`src/rtl/fifo_uart_tx_if.sv`:
```
// FIFO-read / serial-line bundle for fifo_uart_tx.
// master: the transmitter; slave: the FIFO and line consumer side.
interface fifo_uart_tx_if #(
  parameter int unsigned WIDTH = 8
);
  logic             tx_en;
  logic             empty;
  logic [WIDTH-1:0] rdata;
  logic             rd_en;
  logic             tx;
  logic             busy;
  logic             frame_done;
  logic [15:0]      frame_cnt;

  modport master (
    input  tx_en, empty, rdata,
    output rd_en, tx, busy, frame_done, frame_cnt
  );

  modport slave (
    output tx_en, empty, rdata,
    input  rd_en, tx, busy, frame_done, frame_cnt
  );
endinterface

```
`src/rtl/fifo_uart_tx.sv`:
```
// Pops words from a FIFO and sends each as a start/WIDTH data/stop serial frame.
// All outputs come from registers loaded with the value matching the next state.
module fifo_uart_tx #(
  parameter int unsigned WIDTH        = 8,
  parameter int unsigned CLKS_PER_BIT = 16
) (
  input  logic          clk,
  input  logic          rst,
  fifo_uart_tx_if.master bus
);

  localparam int unsigned TW = (CLKS_PER_BIT > 1) ? $clog2(CLKS_PER_BIT) : 1;
  localparam int unsigned BW = (WIDTH > 1) ? $clog2(WIDTH) : 1;
  localparam logic [TW-1:0] TLAST = TW'(CLKS_PER_BIT - 1);
  localparam logic [BW-1:0] BLAST = BW'(WIDTH - 1);

  localparam logic [2:0] IDLE  = 3'd0;
  localparam logic [2:0] POP   = 3'd1;
  localparam logic [2:0] LOAD  = 3'd2;
  localparam logic [2:0] START = 3'd3;
  localparam logic [2:0] DATA  = 3'd4;
  localparam logic [2:0] STOP  = 3'd5;

  logic [2:0]       state_q, state_d;
  logic [TW-1:0]    timer_q, timer_d;
  logic [BW-1:0]    bit_q, bit_d;
  logic [WIDTH-1:0] shift_q, shift_d;
  logic             tx_q, tx_d;
  logic             rd_en_q, rd_en_d;
  logic             busy_q, busy_d;
  logic             frame_done_q, frame_done_d;
  logic [15:0]      frame_cnt_q, frame_cnt_d;
  logic             rst_done_q;
  logic             bit_end;
  logic             can_pop;

  // Pop only after one full clock out of reset, and only when a word is known present.
  always_comb begin
    state_d      = state_q;
    timer_d      = '0;
    bit_d        = bit_q;
    shift_d      = shift_q;
    tx_d         = 1'b1;
    rd_en_d      = 1'b0;
    busy_d       = 1'b0;
    frame_done_d = 1'b0;
    frame_cnt_d  = frame_cnt_q;
    bit_end      = (timer_q == TLAST);
    can_pop      = bus.tx_en && !bus.empty && rst_done_q;

    case (state_q)
      IDLE: begin
        bit_d = '0;
        if (can_pop) state_d = POP;
      end
      POP:  state_d = LOAD;
      LOAD: begin
        shift_d = bus.rdata;
        state_d = START;
      end
      START: begin
        timer_d = bit_end ? '0 : timer_q + TW'(1);
        if (bit_end) begin
          state_d = DATA;
          bit_d   = '0;
        end
      end
      DATA: begin
        timer_d = bit_end ? '0 : timer_q + TW'(1);
        if (bit_end) begin
          if (bit_q == BLAST) begin
            state_d = STOP;
          end else begin
            bit_d   = bit_q + BW'(1);
            shift_d = shift_q >> 1;
          end
        end
      end
      STOP: begin
        timer_d = bit_end ? '0 : timer_q + TW'(1);
        if (bit_end) state_d = can_pop ? POP : IDLE;
      end
      default: state_d = IDLE;
    endcase

    // Output values describe the state being entered, so the registers line up with state_q.
    case (state_d)
      START:   tx_d = 1'b0;
      DATA:    tx_d = shift_d[0];
      default: tx_d = 1'b1;
    endcase
    rd_en_d      = (state_d == POP);
    busy_d       = (state_d != IDLE);
    frame_done_d = (state_d == STOP) && (timer_d == TLAST);
    if (frame_done_d) frame_cnt_d = frame_cnt_q + 16'd1;
  end

  always_ff @(posedge clk or posedge rst) begin
    if (rst) begin
      state_q      <= IDLE;
      timer_q      <= '0;
      bit_q        <= '0;
      shift_q      <= '0;
      tx_q         <= 1'b1;
      rd_en_q      <= 1'b0;
      busy_q       <= 1'b0;
      frame_done_q <= 1'b0;
      frame_cnt_q  <= '0;
      rst_done_q   <= 1'b0;
    end else begin
      state_q      <= state_d;
      timer_q      <= timer_d;
      bit_q        <= bit_d;
      shift_q      <= shift_d;
      tx_q         <= tx_d;
      rd_en_q      <= rd_en_d;
      busy_q       <= busy_d;
      frame_done_q <= frame_done_d;
      frame_cnt_q  <= frame_cnt_d;
      rst_done_q   <= 1'b1;
    end
  end

  assign bus.tx         = tx_q;
  assign bus.rd_en      = rd_en_q;
  assign bus.busy       = busy_q;
  assign bus.frame_done = frame_done_q;
  assign bus.frame_cnt  = frame_cnt_q;

endmodule

```
`src/flat_wrapper.sv`:
```
// flat-port wrapper written by rule: the top's interface ports become plain ports
module fifo_uart_tx_flat 
#(
  parameter int unsigned WIDTH        = 8,
  parameter int unsigned CLKS_PER_BIT = 16
)
  (clk, rst, bus_tx_en, bus_empty, bus_rdata, bus_rd_en, bus_tx, bus_busy, bus_frame_done, bus_frame_cnt);
  fifo_uart_tx_if #(.WIDTH(WIDTH)) bus_i ();
  input  logic clk;
  input  logic rst;
  input wire logic [$bits(bus_i.tx_en)-1:0] bus_tx_en;
  input wire logic [$bits(bus_i.empty)-1:0] bus_empty;
  input wire logic [$bits(bus_i.rdata)-1:0] bus_rdata;
  output wire logic [$bits(bus_i.rd_en)-1:0] bus_rd_en;
  output wire logic [$bits(bus_i.tx)-1:0] bus_tx;
  output wire logic [$bits(bus_i.busy)-1:0] bus_busy;
  output wire logic [$bits(bus_i.frame_done)-1:0] bus_frame_done;
  output wire logic [$bits(bus_i.frame_cnt)-1:0] bus_frame_cnt;
  assign bus_i.tx_en = bus_tx_en;
  assign bus_i.empty = bus_empty;
  assign bus_i.rdata = bus_rdata;
  assign bus_rd_en = bus_i.rd_en;
  assign bus_tx = bus_i.tx;
  assign bus_busy = bus_i.busy;
  assign bus_frame_done = bus_i.frame_done;
  assign bus_frame_cnt = bus_i.frame_cnt;
  fifo_uart_tx #(.WIDTH(WIDTH), .CLKS_PER_BIT(CLKS_PER_BIT)) u_core (.clk(clk), .rst(rst), .bus(bus_i));
endmodule
```
`config.mk`:
```
export PLATFORM = sky130hd
export DESIGN_NAME = fifo_uart_tx_flat
export DESIGN_NICKNAME = d
export VERILOG_FILES = /design/src/rtl/fifo_uart_tx_if.sv /design/src/rtl/fifo_uart_tx.sv /design/src/flat_wrapper.sv
export SDC_FILE = /design/constraint.sdc
export NUM_CORES = 1
export LEC_CHECK = 0
export CAP_MARGIN = 25
export CORE_ASPECT_RATIO = 1.2
export CORE_MARGIN = 5
export CORE_UTILIZATION = 45
export CTS_CLUSTER_DIAMETER = 60
export DETAILED_ROUTE_END_ITERATION = 6
export GPL_ROUTABILITY_DRIVEN = 0
export PLACE_DENSITY_LB_ADDON = 0.3
export RECOVER_POWER = 100
export SLEW_MARGIN = 5
export SYNTH_ARGS = -nofsm -noshare
export SYNTH_HDL_FRONTEND = slang
export SYNTH_SLANG_ARGS = --single-unit
export TNS_END_PERCENT = 10
```
`constraint.sdc`:
```
create_clock -name clk -period 2.35 [get_ports clk]
set_clock_uncertainty 0.2 [all_clocks]
set_input_delay 0.235 -clock clk [delete_from_list [all_inputs] [get_ports clk]]
set_output_delay 0.235 -clock clk [all_outputs]
set_load 0.02 [all_outputs]
```
### Yosys cells after proc, flatten, opt, wreduce, memory -nomap -nowiden

Index checks and enable logic that the tools add are counted.

| storage, ports and cells | value |
|---|---|
| bits in latches | 0 |
| memory bits (read-only) | 0 |
| bits in registers | 39 |
| RAM bits | 0 |
| memories | 0 |
| output and inout port bits | 20 |
| word-level logic and storage cells | 57 |

| cells by class | value |
|---|---|
| $lt $le $gt $ge | 0 |
| multipliers | 0 |
| eq/ne operators | 15 |
| muxes and demuxes | 17 |
| bitwise logic cells | 0 |
| divide/modulo/power cells | 0 |
| shift-type cells | 0 |
| add/sub/neg operators | 3 |
| reduce and logical (&&, ||, !) cells | 11 |

Operator list:

| operator | number |
|---|---|
| $mux 3 | 8 |
| $pmux 3 s6 | 1 |
| $add 16x1->16 const B | 1 |
| $mux 8 | 2 |
| $pmux 8 s2 | 1 |
| $eq 3x3->1 const B | 5 |
| $eq 3x2->1 const B | 3 |
| $pmux 3 s3 | 1 |
| $eq 4x4->1 const B | 2 |
| $mux 4 | 2 |
| $eq 3x1->1 const B | 2 |
| $reduce_bool 3->1 | 2 |
| $add 4x1->4 const B | 1 |
| $ne 2x1->1 const B | 2 |
| $reduce_and 4->1 | 1 |
| $add 3x1->3 const B | 1 |
| $logic_and 1x1->1 | 3 |
| $logic_not 3->1 | 1 |
| $reduce_and 3->1 | 1 |
| $reduce_or 3->1 | 1 |
| $ne 2x2->1 const B | 1 |
| $pmux 1 s2 | 1 |
| $reduce_bool 2->1 | 1 |
| $logic_not 1->1 | 1 |
| $mux 1 | 1 |

### Depth between registers and ports, before layout

Gate-level depths: netlist (run 1).

| depth | value |
|---|---|
| word-level depth | 8 |
| mapped depth | 7 |

### Worst setup path before layout (run 1)

OpenSTA, ideal clock, no wires.

| timing | value |
|---|---|
| kind | reg-to-reg |
| start | register u_core.timer_q[0] |
| end | register u_core.frame_cnt_q[13] (netlist: u_core.bus.frame_cnt[13]) |
| path slack | 0.316 ns |
| path buffers | 1 |
| clock period less this slack | 2.034 ns |
| data arrival time | 1.754 ns |
| library setup time | 0.080 ns |
| data required time | 2.070 ns |
| stages on the path, launching flop included | 7 |
| cell sequence | dfrtp_1 -> ha_1 -> nand4b_1 -> or3_1 -> buf_2 -> nor4_1 -> xor2_1 |

| on the way | value |
|---|---|
| word-level cells in the longest chain between the ends | 5 |

RTL lines:

| item | line | source |
|---|---|---|
| start: declaration | fifo_uart_tx.sv:25 | `logic [TW-1:0] timer_q, timer_d;` |
| start signal: assignment | fifo_uart_tx.sv:112 | `timer_q <= timer_d;` |
| $add 4x1->4 / $eq 4x4->1 (equally long branches) | - |  |
| $mux 4 (tied with other cells) | fifo_uart_tx.sv:62, fifo_uart_tx.sv:69, fifo_uart_tx.sv:80 |  |
| $mux 4 / $pmux 3 s6 (equally long branches) | - |  |
| $eq 4x4->1 / $eq 3x3->1 (equally long branches) | fifo_uart_tx.sv:94 | `frame_done_d = (state_d == STOP) && (timer_d == TLAST);` |
| $logic_and 1x1->1 * | fifo_uart_tx.sv:94 |  |
| end signal: assignment | fifo_uart_tx.sv:119 | `frame_cnt_q <= frame_cnt_d;` |
| end: declaration | fifo_uart_tx.sv:32 | `logic [15:0] frame_cnt_q, frame_cnt_d;` |

Mark *: on every way between the ends. The rest lies on a longest branch, timed or not.
A chain may end at the register's enable or synchronous reset.

### Final worst setup path (run 1)

| timing | value |
|---|---|
| start | register u_core.timer_q[0] |
| end | register u_core.frame_cnt_q[14] (netlist: u_core.bus.frame_cnt[14]) |

Same word-level chain as after synthesis.

==> summary.md, run 1 <==
| Metric | Value |
|---|---|
| Status | `finished clean` |
| Pin count of the biggest net entering global routing | `40` |
| Hold Buf Count CTS | `0` |
| Post-route minimum period | `between 2 and 2.5 ns` |
| Setup tns final | `0 ns` |
| Core Area | `3910 um^2` |
| Antenna violations before repair | `0` |
| HP Class | `flop to flop` |
| Crit path DAT | `2.16 ns` |
| Sequence of cells on the critical path | `ha_1, nand4b_1, or3_1, nor4_1, xor2_1` |
| Root buf cell | `clkbuf_8` |
| Post-synthesis cell area | `1798 um^2` |
| Final cycle utilization of the critical path | `0.9129` |
| Initial Utilization | `0.4598` |
| Leak | `1.097 nW` |
| CP required | `between 2 and 2.5 ns` |
| Tot GR Track Use | `0.1599` |
| HPWL Detailed | `~2700 um` |
| VDD IR max | `451.7 uV` |
| Cell count after synthesis | `165` |
| Layout area overhead | `26.65%` |
| Post-synth top area cell | `dfrtp_1` |
| Ranking of synthesized cells by area | `dfrtp_1, xnor2_1, a22o_1, nand2_1, xor2_1` |
| Drt wl/cell | `13.81 um` |
| Port bufs | `31` |
| First-pass GRT wire length | `6465 um` |
| Grt ovf | `0` |
| DRC Markers | `0` |
| Sequential area share after synthesis | `0.5435` |
| H-tree depth | `2` |
| Fin. max-slew vios | `0` |
| Util after Layout | `0.5824` |
| Total clock sinks | `39` |
| CTS tree | `done` |
| # Post-CTS Setup Buffers | `0` |
| Hold depth | `1` |
| Endpoints failing hold | `0` |
| Worst Slack Setup Final | `roughly 0.2 ns` |
| Synthesized area per cell | `10.90 um^2` |
| Clk buf depth | `2` |
| Vias/cell | `5.341` |
| # IOs | `32` |
| Crit-path slowest cell | `or3_1` |
| DRT Pass-1 Iters | `4` |
| DR iter-0 viols | `85` |
| Ys Warns | `0` |
| Post-synth cell types | `35` |
| Num CTS Buffers | `5` |
| Critical path type | `flop to flop` |
| Full die area | `~5400 um^2` |
| Nets | `around 220` |
| Crit. End Element | `flop` |
| Clk_lat worst skew | `slightly below 0.3 ns` |
| Area after DPL | `approximately 2200 um^2` |
| Fillers | `344` |
| Worst Path Max Fanout | `6` |
| MaxCap Viol Count | `0` |
| Non-Filler Instances | `between 200 and 300` |
| Final instance area | `2277 um^2` |
| Diodes inserted | `0` |
| Max Freq | `between 0.4 and 0.5 GHz` |
| Startpoint class of the critical path | `flop` |
| DRT Wirelength | `3521 um` |
| Synthesized flop and latch total | `39` |
| Vias in the first global route | `~1,500` |
| Worst-Margin Slew | `0.9411 ns` |
| Syn_nets | `181` |
| Count of final setup violators | `0` |
| DP Cell Count | `around 250` |
| CTS clock-pin slew for the worst setup and hold paths | `around 0.07 ns` |
| Die Ht | `79.24 um` |
| Share of layout cells above drive strength 1 | `0.06468` |
| Unrepaired setup endpoints after global routing | `no` |
| Max stage delay on crit path | `roughly 0.50 ns` |
| Place WS | `approximately 0.22 ns` |
| Row cnt | `25` |
| Slew margin rel. | `0.3726` |
| Synth top area share | `0.5289` |
| Power Dens Cells | `between 800 and 900 nW/um^2` |
| Post-CTS sizing | `0` |
| Die Wd | `67.70 um` |
| Routed vias | `1,362` |
| Reg2reg path depth | `5` |
| Post-route ant nets | `0` |
-- worst max-delay path: cells and delay by family, from the launching register on --
family,cells,cell delay [ns]
AND/OR/NAND/NOR,3,0.98
flip-flops,1,0.40
adder cells (fa/ha/maj),1,0.31
XOR/XNOR,1,0.17
-- path summary, 6_finish.rpt --
check | start | endpoint | slack (ns)
worst max-delay path | u_core.timer_q[0] | u_core.bus.frame_cnt[14] | 0.20
worst min-delay path | u_core.bus.frame_cnt[15] | u_core.bus.frame_cnt[15] | 0.27
worst max register to register | u_core.timer_q[0] | u_core.bus.frame_cnt[14] | 0.20
worst min register to register | u_core.bus.frame_cnt[15] | u_core.bus.frame_cnt[15] | 0.27
max in group asynchronous | rst | u_core.shift_q[4] | 0.90
min in group asynchronous | rst | u_core.bus.frame_cnt[11] | 0.47
-- metal layers --
metal	vias up	track usage	part of all wire
met1	667	0.1736	0.40
met4	0	0.08114	0.026
met5	-	0	0
met3	9	0.05092	0.047
met2	28	0.2717	0.53
li1	658	-	-
-- placed cells by master, fill, tap and decap left out, types with 2 or more instances in the layout --
cell type	Yosys	layout
a21o_1	6	6
a21oi_1	6	6
a22o_1	8	8
and4_1	2	2
buf_4	0	2
clkbuf_1	5	3
clkbuf_2	0	2
clkbuf_8	0	5
clkdlybuf4s50_1	0	10
dfrtp_1	38	38
dlygate4sd3_1	0	21
ha_1	4	4
inv_1	3	3
mux2_2	2	2
mux2i_1	4	4
nand2_1	15	15
nand2b_1	2	2
nand3_1	5	5
nand4_1	8	8
nand4b_1	2	2
nor2_1	8	8
nor2b_1	4	4
nor3_1	5	5
nor4_1	4	4
o21ai_0	2	2
xnor2_1	11	11
xor2_1	6	6
-- cell families after synthesis --
| group | share of synthesized area |
|---|---|
| compound gates | 0.1030 |
| xor+xnor | 0.08281 |
| fa+ha+maj | 0.02784 |
| buf+inv | 0.02505 |
| flops | 0.5435 |
| mux | 0.03479 |
| other cells | 0.002086 |
| simple gates | 0.1809 |
-- state kept, by name, indices dropped and copies added (netlist names) --
| name | flops |
|---|---|
| u_core.bus.frame_cnt | 16 |
| u_core.state_q | 3 |
| u_core.shift_q | 8 |
| u_core.bit_q | 3 |
| u_core.rst_done_q | 1 |
| u_core.bus.rd_en | 1 |
| u_core.bus.tx | 1 |
| u_core.bus.busy | 1 |
| u_core.bus.frame_done | 1 |
| u_core.timer_q | 4 |
-- cell usage after synthesis --
library cell and count:
a211o_1 1, a211oi_1 1, a21o_1 6, a21oi_1 6, a22o_1 8, a22oi_1 1, and2_1 1, and3_1 1
and4_1 2, buf_2 3, clkbuf_1 5, conb_1 1, dfrtp_1 38, dfstp_2 1, ha_1 4, inv_1 3
mux2_2 2, mux2i_1 4, nand2_1 15, nand2b_1 2, nand3_1 5, nand3b_1 1, nand4_1 8, nand4b_1 2
nor2_1 8, nor2b_1 4, nor3_1 5, nor3b_1 1, nor4_1 4, o21ai_0 2, o22ai_1 1, or3_1 1
or4_1 1, xnor2_1 11, xor2_1 6
-- through the flow --
step / power [mW] / hold WS, ns
after floorplan: 1.236 / 0.1518
after global placement: 1.346 / 0.2572
after detailed placement: 1.378 / 0.2680
after CTS: 1.917 / 0.1724
after global routing: 2.012 / 0.2840
final: 1.880 / 0.2734
-- power by group --
part / switching (mW) / internal, mW / leakage [nW] / total [mW]
clock network: 0.214 / 0.311 / 0.0513 / 0.525
logic: 0.243 / 0.226 / 0.542 / 0.469
registers: 0.0861 / 0.799 / 0.504 / 0.885
-- cell type report --
class	count	area, um^2	share of cell area
Multi-Input combinational cell	115	775.7	0.3407
Tap cell	54	67.56	0.02967
Sequential cell	39	977.2	0.4291
Inverter	3	11.26	0.004945
Clock buffer	6	72.57	0.03187
Timing Repair Buffer	37	342.8	0.1505
Clock inverter	1	30.03	0.01319
(Power assumes the default switching activity.)
==> run 2: changes to the inputs <==
--- a/config.mk
+++ b/config.mk
@@ -18,4 +18,4 @@
 export SYNTH_ARGS = -nofsm -noshare
 export SYNTH_HDL_FRONTEND = slang
 export SYNTH_SLANG_ARGS = --single-unit
-export TNS_END_PERCENT = 10
+export TNS_END_PERCENT = 1
==> results of run 2 <==
Same layout as run 1: the final DEF is identical, and so are final timing and power.
==> run 3: changes to the inputs <==
==> constraint.sdc (replaced) <==
create_clock -name clk -period 1.7 [get_ports clk]
set_clock_uncertainty 0.2 [all_clocks]
set_input_delay 0.17 -clock clk [delete_from_list [all_inputs] [get_ports clk]]
set_output_delay 0.17 -clock clk [all_outputs]
set_load 0.02 [all_outputs]
==> run 3 against run 2 <==
Effect of this change:
- the run now ends with negative setup slack left
- sequential cell count is the same
- first-iteration DRC count increased by 2.4%
- final cell count rose by 12%
- clock power increased by 76%
- design area rose by 17%
- critical path depth rose by 1
- critical path type unchanged
==> summary.md, run 3 (synthesis gave the netlist of run 1 again) <==
| Metric | Value |
|---|---|
| CTS clock-pin slew for the worst setup and hold paths | `0.09 ns (was 0.07 ns)` |
| Die Wd | `67.70 um (unchanged)` |
| Int Pwr | `2.282 mW (was 1.337 mW)` |
| Max Freq | `0.4927 GHz (was 0.4661 GHz)` |
| Count of final setup violators | `35 (was 0)` |
| Comb pwr share | `0.333 (was 0.250)` |
| Diodes inserted | `0 (unchanged)` |
| Util after Layout | `0.6816 (was 0.5824)` |
| Met3 global-route usage | `0.04243 (was 0.05092)` |
| Vias/cell | `5.350 (was 5.341)` |
| Row cnt | `25 (unchanged)` |
| Pin count of the biggest net entering global routing | `40 (unchanged)` |
| Worst Slack Setup Final | `-0.3298 ns (was 0.2046 ns)` |
| Full die area | `5365 um^2 (unchanged)` |
| GRT met2 Usage | `0.3427 (was 0.2717)` |
| DR iter-0 viols | `87 (was 85)` |
| CTS tree | `done (unchanged)` |
| Nets | `247 (was 217)` |
| H-tree depth | `2 (unchanged)` |
| DRC Markers | `0 (unchanged)` |
| Critical path type | `flop to flop (unchanged)` |
| Core Area | `3910 um^2 (unchanged)` |
| Setup tns final | `-6.395 ns (was 0 ns)` |
| MaxCap Viol Count | `0 (unchanged)` |
| Vias in the first global route | `1,604 (was 1,471)` |
| Unrepaired setup endpoints after global routing | `yes (was no)` |
| Clk_lat worst skew | `0.30 ns (was 0.29 ns)` |
| Startpoint class of the critical path | `flop (unchanged)` |
| Crit. End Element | `flop (unchanged)` |
| Worst Hold Slack | `0.2625 ns (was 0.2734 ns)` |
| Share of layout cells above drive strength 1 | `0.2759 (was 0.06468)` |
| Endpoints failing hold | `0 (unchanged)` |
| Flop pwr share | `0.381 (was 0.471)` |
| FF/Latch Area | `979.7 um^2 (was 977.2 um^2)` |
| Total clock sinks | `39 (unchanged)` |
| Non-Filler Instances | `286 (was 255)` |
| DRT Pass-1 Iters | `4 (unchanged)` |
| Part of the power in the clock network | `0.286 (was 0.279)` |
| Most common cell after layout, fill and taps aside | `dfrtp_1 (unchanged)` |
| Grt ovf | `0 (unchanged)` |
| Post-route ant nets | `0 (unchanged)` |
| Status | `complete, but fails checks (was finished clean)` |
| Drt wl/cell | `15.83 um (was 13.81 um)` |
| Antenna violations before repair | `0 (unchanged)` |
| DP Cell Count | `272 (was 248)` |
| CP delay by family, top | `simple AND/OR/NAND/NOR gates (unchanged)` |
| DRT Wirelength | `4526 um (was 3521 um)` |
| Worst-Margin Slew | `0.9716 ns (was 0.9411 ns)` |
| Sequence of cells on the critical path | `ha_4, xnor2_4, buf_6, or4_4, nor3_4, xor2_1 (was ha_1, nand4b_1, or3_1, nor4_1, xor2_1)` |
| Tot GR Track Use | `0.1881 (was 0.1599)` |
| Die Ht | `79.24 um (unchanged)` |
| Max stage delay on crit path | `0.58 ns (was 0.50 ns)` |
| Switching power | `0.9455 mW (was 0.5436 mW)` |
| Fin. max-slew vios | `0 (unchanged)` |
| First-pass GRT wire length | `7638 um (was 6465 um)` |
| CP required | `1.73 ns (was 2.36 ns)` |
| Clk buf depth | `2 (unchanged)` |
| Root buf cell | `clkbuf_8 (unchanged)` |
| Num CTS Buffers | `5 (unchanged)` |
| Final instance area | `2665 um^2 (was 2277 um^2)` |
| VDD IR max | `807.5 uV (was 451.7 uV)` |
| Power Dens Cells | `1211 nW/um^2 (was 825.7 nW/um^2)` |
| Area after DPL | `2437 um^2 (was 2187 um^2)` |
| Max FFs per register | `16 (unchanged)` |
| Busiest grt layer | `met2 (unchanged)` |
| Slew margin rel. | `0.3523 (was 0.3726)` |
| Sw Share | `0.2930 (was 0.2891)` |
| Met1 Usage GRT | `0.2095 (was 0.1736)` |
| Multi-input logic area | `923.4 um^2 (was 775.7 um^2)` |
| Layout area overhead | `48.23% (was 26.65%)` |
| Initial Utilization | `0.4598 (unchanged)` |
| Fillers | `306 (was 344)` |
| # IOs | `32 (unchanged)` |
| Port bufs | `31 (unchanged)` |
| Crit path DAT | `2.06 ns (was 2.16 ns)` |
| CP bufs+invs | `1 (was 0)` |
| Final cycle utilization of the critical path | `1.194 (was 0.9129)` |
| HP Class | `primary input to flop (was flop to flop)` |
| Crit-path slowest cell | `or4_4 (was or3_1)` |
| Commonest non-fill, non-tap cells in the layout | `dfrtp_1, buf_4, nand2_1, clkdlybuf4s50_1, dlygate4sd2_1 (was dfrtp_1, dlygate4sd3_1, nand2_1)` |
| HPWL Detailed | `2942 um (was 2656 um)` |
| Routed vias | `1,530 (was 1,362)` |
| Post-route minimum period | `2.030 ns (was 2.145 ns)` |
| Leak | `1.288 nW (was 1.097 nW)` |
| Failing checks | `negative setup slack` |
| Worst Path Max Fanout | `3 (was 6)` |
## run 3: cell types whose count changed in the layout (fill, tap and decap cells not counted), sizes merged
cell and change:
dlygate4sd3 -20, dlygate4sd2 +14, clkbuf +5, bufinv +1, buf +26, clkdlybuf4s50 +5
## run 3: tightest hold or removal path, cell delays in order
cell	delay, ns
clkdlybuf4s50_1	0.41
nand2_1	0.06
o21ai_0	0.07
## run 3: per-layer routing
metal  vias up  share of wire
li1        721              -
met1       752           0.37
met2        40           0.57
met3        17          0.036
met4         0          0.024
met5         -              0
## run 3: repair_timing
item                       4_1_cts  5_1_grt
hold buffers                     0        0
setup endpoints to repair       46       37
buffers inserted                 4        2
gates resized for setup         35        5
pin swaps                       24        3
## run 3: final cells by class
| type | instances | share of cell area |
|---|---|---|
| repair buffers | 67 | 0.2056 |
| inverters | 3 | 0.005164 |
| well taps | 54 | 0.02535 |
| clock buffers | 6 | 0.02723 |
| clock inverters | 2 | 0.02254 |
| multi-input cells | 115 | 0.3465 |
| flip-flops and latches | 39 | 0.3676 |
## run 3: final timing paths
| kind | start | endpoint | slack [ns] | depth (start not counted) |
|---|---|---|---|---|
| max in group asynchronous | rst | u_core.bus.frame_cnt[0] | 0.21 | 3 |
| worst min register to register | u_core.bus.frame_cnt[15] | u_core.bus.frame_cnt[15] | 0.27 | 1 |
| min in group asynchronous | rst | u_core.bus.frame_cnt[14] | 0.44 | 3 |
| worst min-delay path | bus_rdata[7] | u_core.shift_q[7] | 0.26 | 3 |
| worst max register to register | u_core.timer_q[0] | u_core.bus.frame_cnt[12] | -0.33 | 6 |
| worst max-delay path | u_core.timer_q[0] | u_core.bus.frame_cnt[12] | -0.33 | 6 |
## run 3: stage by stage
stage | worst slack [ns] | total power [mW]
2_1_floorplan | -0.2461 | 1.744
3_3_place_gp | -0.2759 | 2.049
3_5_place_dp | -0.3627 | 2.102
4_1_cts | -0.3547 | 3.229
5_1_grt | -0.4111 | 3.403
6_report | -0.3298 | 3.227
## run 3: power by group through the flow
stage,Clock [mW],Combinational [mW],Sequential [mW]
3_5_place_dp,0,0.872,1.23
6_report,0.923,1.08,1.23
4_1_cts,0.935,1.07,1.23
3_3_place_gp,0,0.829,1.22
5_1_grt,0.977,1.18,1.25
2_1_floorplan,0,0.512,1.23
